## config.mk

```make
export PLATFORM = sky130hd
export DESIGN_NAME = mem_arbiter
export DESIGN_NICKNAME = d
export VERILOG_FILES = /design/src/rtl/mem_arbiter.sv
export SDC_FILE = /design/constraint.sdc
export NUM_CORES = 1
export LEC_CHECK = 0
export CORE_AREA = 2 2 122 124
export DETAILED_ROUTE_END_ITERATION = 6
export DIE_AREA = 0 0 124 126
export GPL_TIMING_DRIVEN = 0
export PLACE_DENSITY = 0.82
export SYNTH_ARGS = -nofsm -noshare
export SYNTH_HDL_FRONTEND = slang
export SYNTH_SLANG_ARGS = --single-unit
```

## constraint.sdc

```tcl
create_clock -name clk -period 2.8 [get_ports clk]
set_input_delay 0.7 -clock clk [delete_from_list [all_inputs] [get_ports clk]]
set_output_delay 0.7 -clock clk [all_outputs]
set_load 0.03 [all_outputs]
```

## src/rtl/mem_arbiter.sv

```systemverilog
// mem_arbiter: two-port (IFU fetch / LSU load-store) arbiter onto a single
// memory command port. One transaction in flight, round-robin on contention,
// per-transaction timeout that completes the owner with an error.
module mem_arbiter #(
  parameter int unsigned TIMEOUT = 255
) (
  input  logic        clk,
  input  logic        rst_n,
  input  logic        ifu_req,
  input  logic [31:0] ifu_addr,
  output logic        ifu_gnt,
  output logic        ifu_rvalid,
  output logic [31:0] ifu_rdata,
  output logic        ifu_err,
  input  logic        lsu_req,
  input  logic        lsu_we,
  input  logic [31:0] lsu_addr,
  input  logic [31:0] lsu_wdata,
  input  logic [2:0]  lsu_funct3,
  output logic        lsu_gnt,
  output logic        lsu_rvalid,
  output logic [31:0] lsu_rdata,
  output logic        lsu_err,
  output logic        mem_req,
  output logic        mem_we,
  output logic [31:0] mem_addr,
  output logic [31:0] mem_wdata,
  output logic [2:0]  mem_funct3,
  input  logic        mem_gnt,
  input  logic        mem_rvalid,
  input  logic [31:0] mem_rdata,
  output logic        busy
);

  typedef enum logic [1:0] {IDLE, REQ, WAIT} state_e;

  typedef struct packed {
    logic        we;
    logic [31:0] addr;
    logic [31:0] wdata;
    logic [2:0]  funct3;
  } cmd_t;

  localparam logic OWN_IFU = 1'b0;
  localparam logic OWN_LSU = 1'b1;
  // Timeout decision is taken one cycle early so the registered error pulse
  // lands exactly TIMEOUT cycles after the grant.
  localparam logic [15:0] TMO_LAST = 16'(TIMEOUT - 2);

  state_e      state_q, state_d;
  logic [15:0] cnt_q, cnt_d;
  logic        owner_q, owner_d;
  logic        last_owner_q, last_owner_d;
  cmd_t        cmd_q, cmd_d;
  logic        mem_req_q, mem_req_d;
  logic        ifu_rvalid_q, ifu_rvalid_d, ifu_err_q, ifu_err_d;
  logic        lsu_rvalid_q, lsu_rvalid_d, lsu_err_q, lsu_err_d;
  logic [31:0] ifu_rdata_q, ifu_rdata_d, lsu_rdata_q, lsu_rdata_d;

  logic grant_any, win_lsu, done, tmo_hit, cpl, cpl_err;
  logic [31:0] cpl_data;

  // Combinational arbitration: gnt pulses in the same IDLE cycle as the request
  always_comb begin
    grant_any = rst_n && (state_q == IDLE) && (ifu_req || lsu_req);
    win_lsu   = lsu_req && (!ifu_req || (last_owner_q == OWN_IFU));
    ifu_gnt   = grant_any && !win_lsu;
    lsu_gnt   = grant_any && win_lsu;
  end

  // Next-state logic for the FSM, command register, timeout and completions
  always_comb begin
    state_d      = state_q;
    cnt_d        = cnt_q;
    owner_d      = owner_q;
    last_owner_d = last_owner_q;
    cmd_d        = cmd_q;
    mem_req_d    = mem_req_q;
    ifu_rvalid_d = 1'b0;
    ifu_err_d    = 1'b0;
    ifu_rdata_d  = ifu_rdata_q;
    lsu_rvalid_d = 1'b0;
    lsu_err_d    = 1'b0;
    lsu_rdata_d  = lsu_rdata_q;
    // mem_rvalid only counts once the command has been accepted
    done         = (state_q == WAIT || (state_q == REQ && mem_gnt)) && mem_rvalid;
    tmo_hit      = (state_q != IDLE) && (cnt_q == TMO_LAST);
    cpl          = 1'b0;
    cpl_err      = 1'b0;
    cpl_data     = 32'h0;

    case (state_q)
      IDLE: begin
        cnt_d = 16'h0;
        if (grant_any) begin
          owner_d      = win_lsu;
          last_owner_d = win_lsu;
          cmd_d        = win_lsu ? '{lsu_we, lsu_addr, lsu_wdata, lsu_funct3}
                                 : '{1'b0, ifu_addr, 32'h0, 3'b010};
          mem_req_d    = 1'b1;
          state_d      = REQ;
        end
      end
      REQ, WAIT: begin
        cnt_d = cnt_q + 16'd1;
        if (done) begin
          cpl      = 1'b1;
          cpl_data = cmd_q.we ? 32'h0 : mem_rdata;
        end else if (tmo_hit) begin
          cpl     = 1'b1;
          cpl_err = 1'b1;
        end else if (state_q == REQ && mem_gnt) begin
          mem_req_d = 1'b0;
          state_d   = WAIT;
        end
      end
      default: state_d = IDLE;
    endcase

    if (cpl) begin
      mem_req_d = 1'b0;
      state_d   = IDLE;
      if (owner_q == OWN_LSU) begin
        lsu_rvalid_d = 1'b1;
        lsu_err_d    = cpl_err;
        lsu_rdata_d  = cpl_data;
      end else begin
        ifu_rvalid_d = 1'b1;
        ifu_err_d    = cpl_err;
        ifu_rdata_d  = cpl_data;
      end
    end
  end

  // State and registered outputs; synchronous reset abandons any transaction
  always_ff @(posedge clk) begin
    if (!rst_n) begin
      state_q      <= IDLE;
      cnt_q        <= 16'h0;
      owner_q      <= OWN_IFU;
      last_owner_q <= OWN_IFU;
      cmd_q        <= '0;
      mem_req_q    <= 1'b0;
      ifu_rvalid_q <= 1'b0;
      ifu_err_q    <= 1'b0;
      ifu_rdata_q  <= 32'h0;
      lsu_rvalid_q <= 1'b0;
      lsu_err_q    <= 1'b0;
      lsu_rdata_q  <= 32'h0;
    end else begin
      state_q      <= state_d;
      cnt_q        <= cnt_d;
      owner_q      <= owner_d;
      last_owner_q <= last_owner_d;
      cmd_q        <= cmd_d;
      mem_req_q    <= mem_req_d;
      ifu_rvalid_q <= ifu_rvalid_d;
      ifu_err_q    <= ifu_err_d;
      ifu_rdata_q  <= ifu_rdata_d;
      lsu_rvalid_q <= lsu_rvalid_d;
      lsu_err_q    <= lsu_err_d;
      lsu_rdata_q  <= lsu_rdata_d;
    end
  end

  assign mem_req    = mem_req_q;
  assign mem_we     = cmd_q.we;
  assign mem_addr   = cmd_q.addr;
  assign mem_wdata  = cmd_q.wdata;
  assign mem_funct3 = cmd_q.funct3;
  assign ifu_rvalid = ifu_rvalid_q;
  assign ifu_err    = ifu_err_q;
  assign ifu_rdata  = ifu_rdata_q;
  assign lsu_rvalid = lsu_rvalid_q;
  assign lsu_err    = lsu_err_q;
  assign lsu_rdata  = lsu_rdata_q;
  assign busy       = (state_q != IDLE);

endmodule

```

Yosys cells after proc, flatten, opt, wreduce, memory -nomap -nowiden

Cells that the tools add are included.

Add/subtract/negate cells: 1
Multiply operators: 0
Div/mod/pow operators: 0
Order comparisons: 0
Equal/unequal tests: 7
Shift-type cells: 0
Muxes and demuxes: 22
Bitwise gates (word level): 3
Reductions and logical operators: 26

Operators with widths:

| kind                                           | number |
|---|---|
| 2-to-1 mux 32 bit                              | 3 |
| 2-to-1 mux 68 bit                              | 1 |
| one-hot mux 16 bit (2 select lines)            | 1 |
| adder 16 x 1 -> 16 bit, second input constant  | 1 |
| == test 16 x 8 -> 1 bit, second input constant | 1 |
| 2-to-1 mux 1 bit                               | 11 |
| logical AND 1 bit                              | 8 |
| 2-to-1 mux 2 bit                               | 4 |
| != test 2 bit, second input constant           | 4 |
| AND reduction 2 bit                            | 4 |
| AND reduction 5 bit                            | 1 |
| one-hot mux 2 bit (2 select lines)             | 1 |
| AND reduction 4 bit                            | 1 |
| nonzero test 2 bit                             | 2 |
| OR reduction 2 bit                             | 2 |
| logical OR 1 bit                               | 3 |
| NOT 1 bit                                      | 3 |
| AND reduction 3 bit                            | 1 |
| OR reduction 3 bit                             | 1 |
| == test 2 x 1 -> 1 bit, second input constant  | 1 |
| == test 2 bit, second input constant           | 1 |
| logical NOT 1 bit                              | 2 |
| logical NOT 2 bit                              | 1 |
| one-hot mux 1 bit (2 select lines)             | 1 |

Bits in registers: 156
Bits in latches: 0
RAM bits: 0
ROM bits: 0
Input port bits: 138
Output and inout port bits: 140
Word-level logic and storage cells: 73
Memories kept: 0

Depth between registers and ports, before layout

Depth after elaboration: 8
Gate-level depth with buffers: 9
Gate-level depth less buffers: 6

Worst setup path after synthesis

OpenSTA, ideal clock, no wires.

Kind: input port to output port
Start point: in rst_n
End point: out lsu_gnt
Arrival time: 1.741 ns
Required time: 2.100 ns
Path slack: 0.359 ns
Stages: 4
Path buffers: 2
Path through: buf_2 > nand3_1 > a21oi_1 > clkbuf_1

Longest elaborated chain between the ends: 3

RTL lines:

| item                           | RTL line | RTL |
|---|---|---|
| start: declaration             | 8        | `input logic rst_n,` |
| logical AND 1 bit (2 in a row) | 65       | `grant_any = rst_n && (state_q == IDLE) && (ifu_req \|\| lsu_req);` |
| logical AND 1 bit              | 68       | `lsu_gnt = grant_any && win_lsu;` |
| end: declaration               | 20       | `output logic lsu_gnt,` |

Every way passes these cells.

Worst setup path after layout

Start point: in ifu_req
End point: out ifu_gnt

Longest elaborated chain between the ends: 5
Elaborated cells between the ends (all ways): 7
Classes of those cells: reduce/logical: 7

RTL lines:

| item                  | RTL line | RTL |
|---|---|---|
| start: declaration    | 9        | `input logic ifu_req,` |
| logical NOT 1 bit     | 66       | `win_lsu = lsu_req && (!ifu_req \|\| (last_owner_q == OWN_IFU));` |
| logical OR 1 bit      | 66       |  |
| logical AND 1 bit     | 66       |  |
| logical NOT 1 bit     | 67       | `ifu_gnt = grant_any && !win_lsu;` |
| logical AND 1 bit (*) | 67       |  |
| end: declaration      | 11       | `output logic ifu_gnt,` |

Mark *: on every way between the ends. The rest lies on a longest branch, timed or not.

==> summary.txt <==
GRT
  – Vias in the first global route: 5,626
  – Total GRT Usage: 23.3%
  – Initial antenna violation count: 0
  – Largest net degree at the start of global routing: 17
  – GRT overflow: 0
  – First-pass GRT wire length: 28,300 µm

Clock tree
  – Root Driver: clkbuf_16
  – Worst skew pair latency: 0.42 ns
  – Num CTS Buffers: 17
  – CTS tree: done
  – CTS Hold Bufs: 0
  – Clk sink count: 156
  – CTS clk-pin slew, worst paths: 0.06 ns
  – H-tree depth: 4
  – CTS Buffer Depth: 2

Die
  – Chip width: 124 µm
  – Cell Rows: 44
  – Die area: 15,600 µm²
  – IO Pins: 278
  – Core ar.: 14,300 µm²
  – Initial Util: 39.1%
  – Die H: 126 µm

Route
  – Total wire length: 18,800 µm
  – Routed via count: 5,437
  – Vias per inst: 5.49
  – Drt wl/cell: 19.0 µm
  – DR pass1 iterations: 6
  – 1st-iter DRT viols: 418
  – DRC: 0
  – Final ANT Viol Nets: 0

Synth
  – Number of standard cells after synthesis: 498
  – Seq/Total Area, Yosys: 55.8%
  – Synth unique cells: 43
  – Seq cells post-synth: 156
  – Post-synth EDFFs: 0
  – Synth Flop Type: dfxtp_1
  – Mean Syn Cell Area: 11.2 µm²
  – Asr flop ratio synth: 0%
  – Synth Warn #: 0
  – Synthesized Nets: 643
  – Cell Area, Synth: 5600 µm²

Power and ir drop
  – Max VDD drop: 0.413 mV
  – LEAKAGE: 3.38 nW
  – Power Density: 727 nW/µm²

Setup path
  – Worst Path Required: 2.10 ns
  – Reg2Reg Setup Slack: 0.47 ns
  – Startpoint class of the critical path: input pin
  – Critical-path cell list: clkdlybuf4s50_1 > nand3_1 > a21oi_4 > buf_4 > clkbuf_4
  – Reg2reg start: state_q[1]$_SDFFE_PP0P_
  – Crit-path max cell delay: 0.58 ns
  – Worst-path fanout max: 10
  – CP Capture Type: primary output
  – Crit path max-delay cell type: clkdlybuf4s50_1
  – Critical R2R Capture: ifu_rdata[23]$_SDFFE_PN0P_
  – CP Class: input pin to primary output
  – Worst-case reg-to-reg path depth: 7
  – Worst path arrival time: 1.98 ns

STA
  – Fin. max-slew vios: 0
  – Final setup margin: 0.122 ns
  – WHS: 0.472 ns
  – RSZ-0062 raised after global routing: false
  – Period utilization: 95.6%
  – Slew @ Worst Pin: 0.832 ns
  – Fmax: 0.373 GHz
  – Final hold vios: 0
  – Worst Skew: 0.00660 ns
  – Worst rel slew slack: 44.0%
  – Post-route minimum period: 2.68 ns
  – Final setup vio count: 0

Layout
  – Share of cells above drive strength 1: 8.18%
  – Finished layout cell area: 9190 µm²
  – Diodes inserted: 0
  – Net count, final: 941
  – Final non-filler cell total: 991
  – P&R area growth vs syn: 64.2%
  – Post-layout util: 64.2%
  – Commonest non-fill, non-tap cell in the layout: clkdlybuf4s50_1
  – Most frequent cells in the layout: clkdlybuf4s50_1, dfxtp_1, a32o_1, nor2_1, a22o_1

Placed design
  – HPWL Detailed: 14,000 µm
  – Placed cell area: 8600 µm²
  – Post-Place Worst Slack: -1.25 ns
  – Placer Congestion: 0.842
  – Placed cells: 959
  – I/O Buffers: 277

Min path
  – Hold crit path type: flip-flop to flip-flop
  – Worst Hold End: lsu_rdata[1]$_SDFFE_PN0P_
  – Hold path depth: 2
  – Hold Startpoint: lsu_rdata[1]$_SDFFE_PN0P_

Run status
  – Outcome: finished clean

Job
  – MaxCap Viol Count: 0
## report_power, final
| group | leakage (nW) | internal, mW | switching (mW) | total, mW |
|---|---|---|---|---|
| sequential | 1.27 | 2.45 | 0.139 | 2.59 |
| clock | 0.258 | 1.21 | 0.872 | 2.08 |
| combinational | 1.85 | 0.879 | 1.13 | 2.01 |
| total | 3.38 | 4.54 | 2.14 | 6.68 |
## critical path: cells and delay by family
kind | cells | cell delay, ns
buf+inv | 3 | 0.96
compound gates | 1 | 0.15
simple gates | 1 | 0.16
## stage by stage
| step | total power [mW] | TNS, ns |
|---|---|---|
| 6_report | 6.68 | 0 |
| 5_1_grt | 6.97 | 0 |
| 3_5_place_dp | 4.61 | -13.49 |
| 2_1_floorplan | 3.73 | 0 |
| 4_1_cts | 6.72 | 0 |
| 3_3_place_gp | 4.55 | -8.54 |
## cell families (layout without fill, tap and decap cells)
kind of cell	count (synthesis)	count (layout)	synth area share, %
compound gates	161	161	26.2
flops	156	156	55.8
simple gates	104	104	9.52
buf+inv	59	368	5.14
xor+xnor	9	9	1.41
fa+ha+maj	7	7	1.56
mux	2	2	0.358
## sequential cells by signal (all words and copies together), names as in the netlist, 2 cells and up
register and flops:
ifu_rdata 32, lsu_rdata 32, mem_addr 32, mem_wdata 32, cnt_q 16, mem_funct3 3
state_q 2
## cell usage after synthesis (all sizes together) (2+ instances only)
master,instances,area (µm²)
a211oi,4,30.0
a21o,4,30.0
a21oi,8,40.0
a222oi,32,320
a22o,35,307
a22oi,2,15.0
a31o,3,26.3
a32o,62,621
and2,2,12.5
and4,2,17.5
buf,21,145
clkbuf,26,97.6
dfxtp,156,3120
ha,7,87.6
inv,12,45.0
mux2i,2,20.0
nand2,11,41.3
nand2b,2,12.5
nand3,6,30.0
nand4,5,37.5
nand4b,2,17.5
nor2,52,195
nor2b,2,12.5
nor3,5,25.0
nor3b,3,27.5
nor4,7,50.1
o211ai,2,15.0
o21ai,6,30.0
or3,2,12.5
xnor2,6,52.6
xor2,3,26.3
## area by class of cell
| class | instances | area (µm²) |
|---|---|---|
| Timing Repair Buffer | 279 | 2790 |
| Fill cell | 1073 | 5120 |
| Buffer | 47 | 262 |
| Clock inverter | 11 | 100 |
| Multi-Input combinational cell | 283 | 2210 |
| Tap cell | 184 | 230 |
| Clock buffer | 19 | 433 |
| Inverter | 12 | 45.0 |
| Sequential cell | 156 | 3120 |
## metal layers
layer / track usage (%) / routed length (µm)
met4: 10.6 / 513
met1: 25.2 / 7060
met2: 40.4 / 9330
met3: 8.29 / 1890
met5: 0 / 0
## worst max-delay path by stage
stage / start / end / slack [ns] / cells after the start
floorplan: rst_n / lsu_gnt / 0.36 / 4
global placement: rst_n / lsu_gnt / -1.14 / 6
detailed placement: rst_n / lsu_gnt / -1.25 / 6
CTS: state_q[0]$_SDFFE_PP0P_ / busy / 0.009 / 5
global route: ifu_req / ifu_gnt / 0.03 / 5
finish: ifu_req / ifu_gnt / 0.12 / 5
## timing repair
item	in CTS	in global routing
resized for setup	21	3
setup endpoints to repair	2	3
setup buffers	2	0
cloned	0	0
Power figures use the tool's default switching activity.
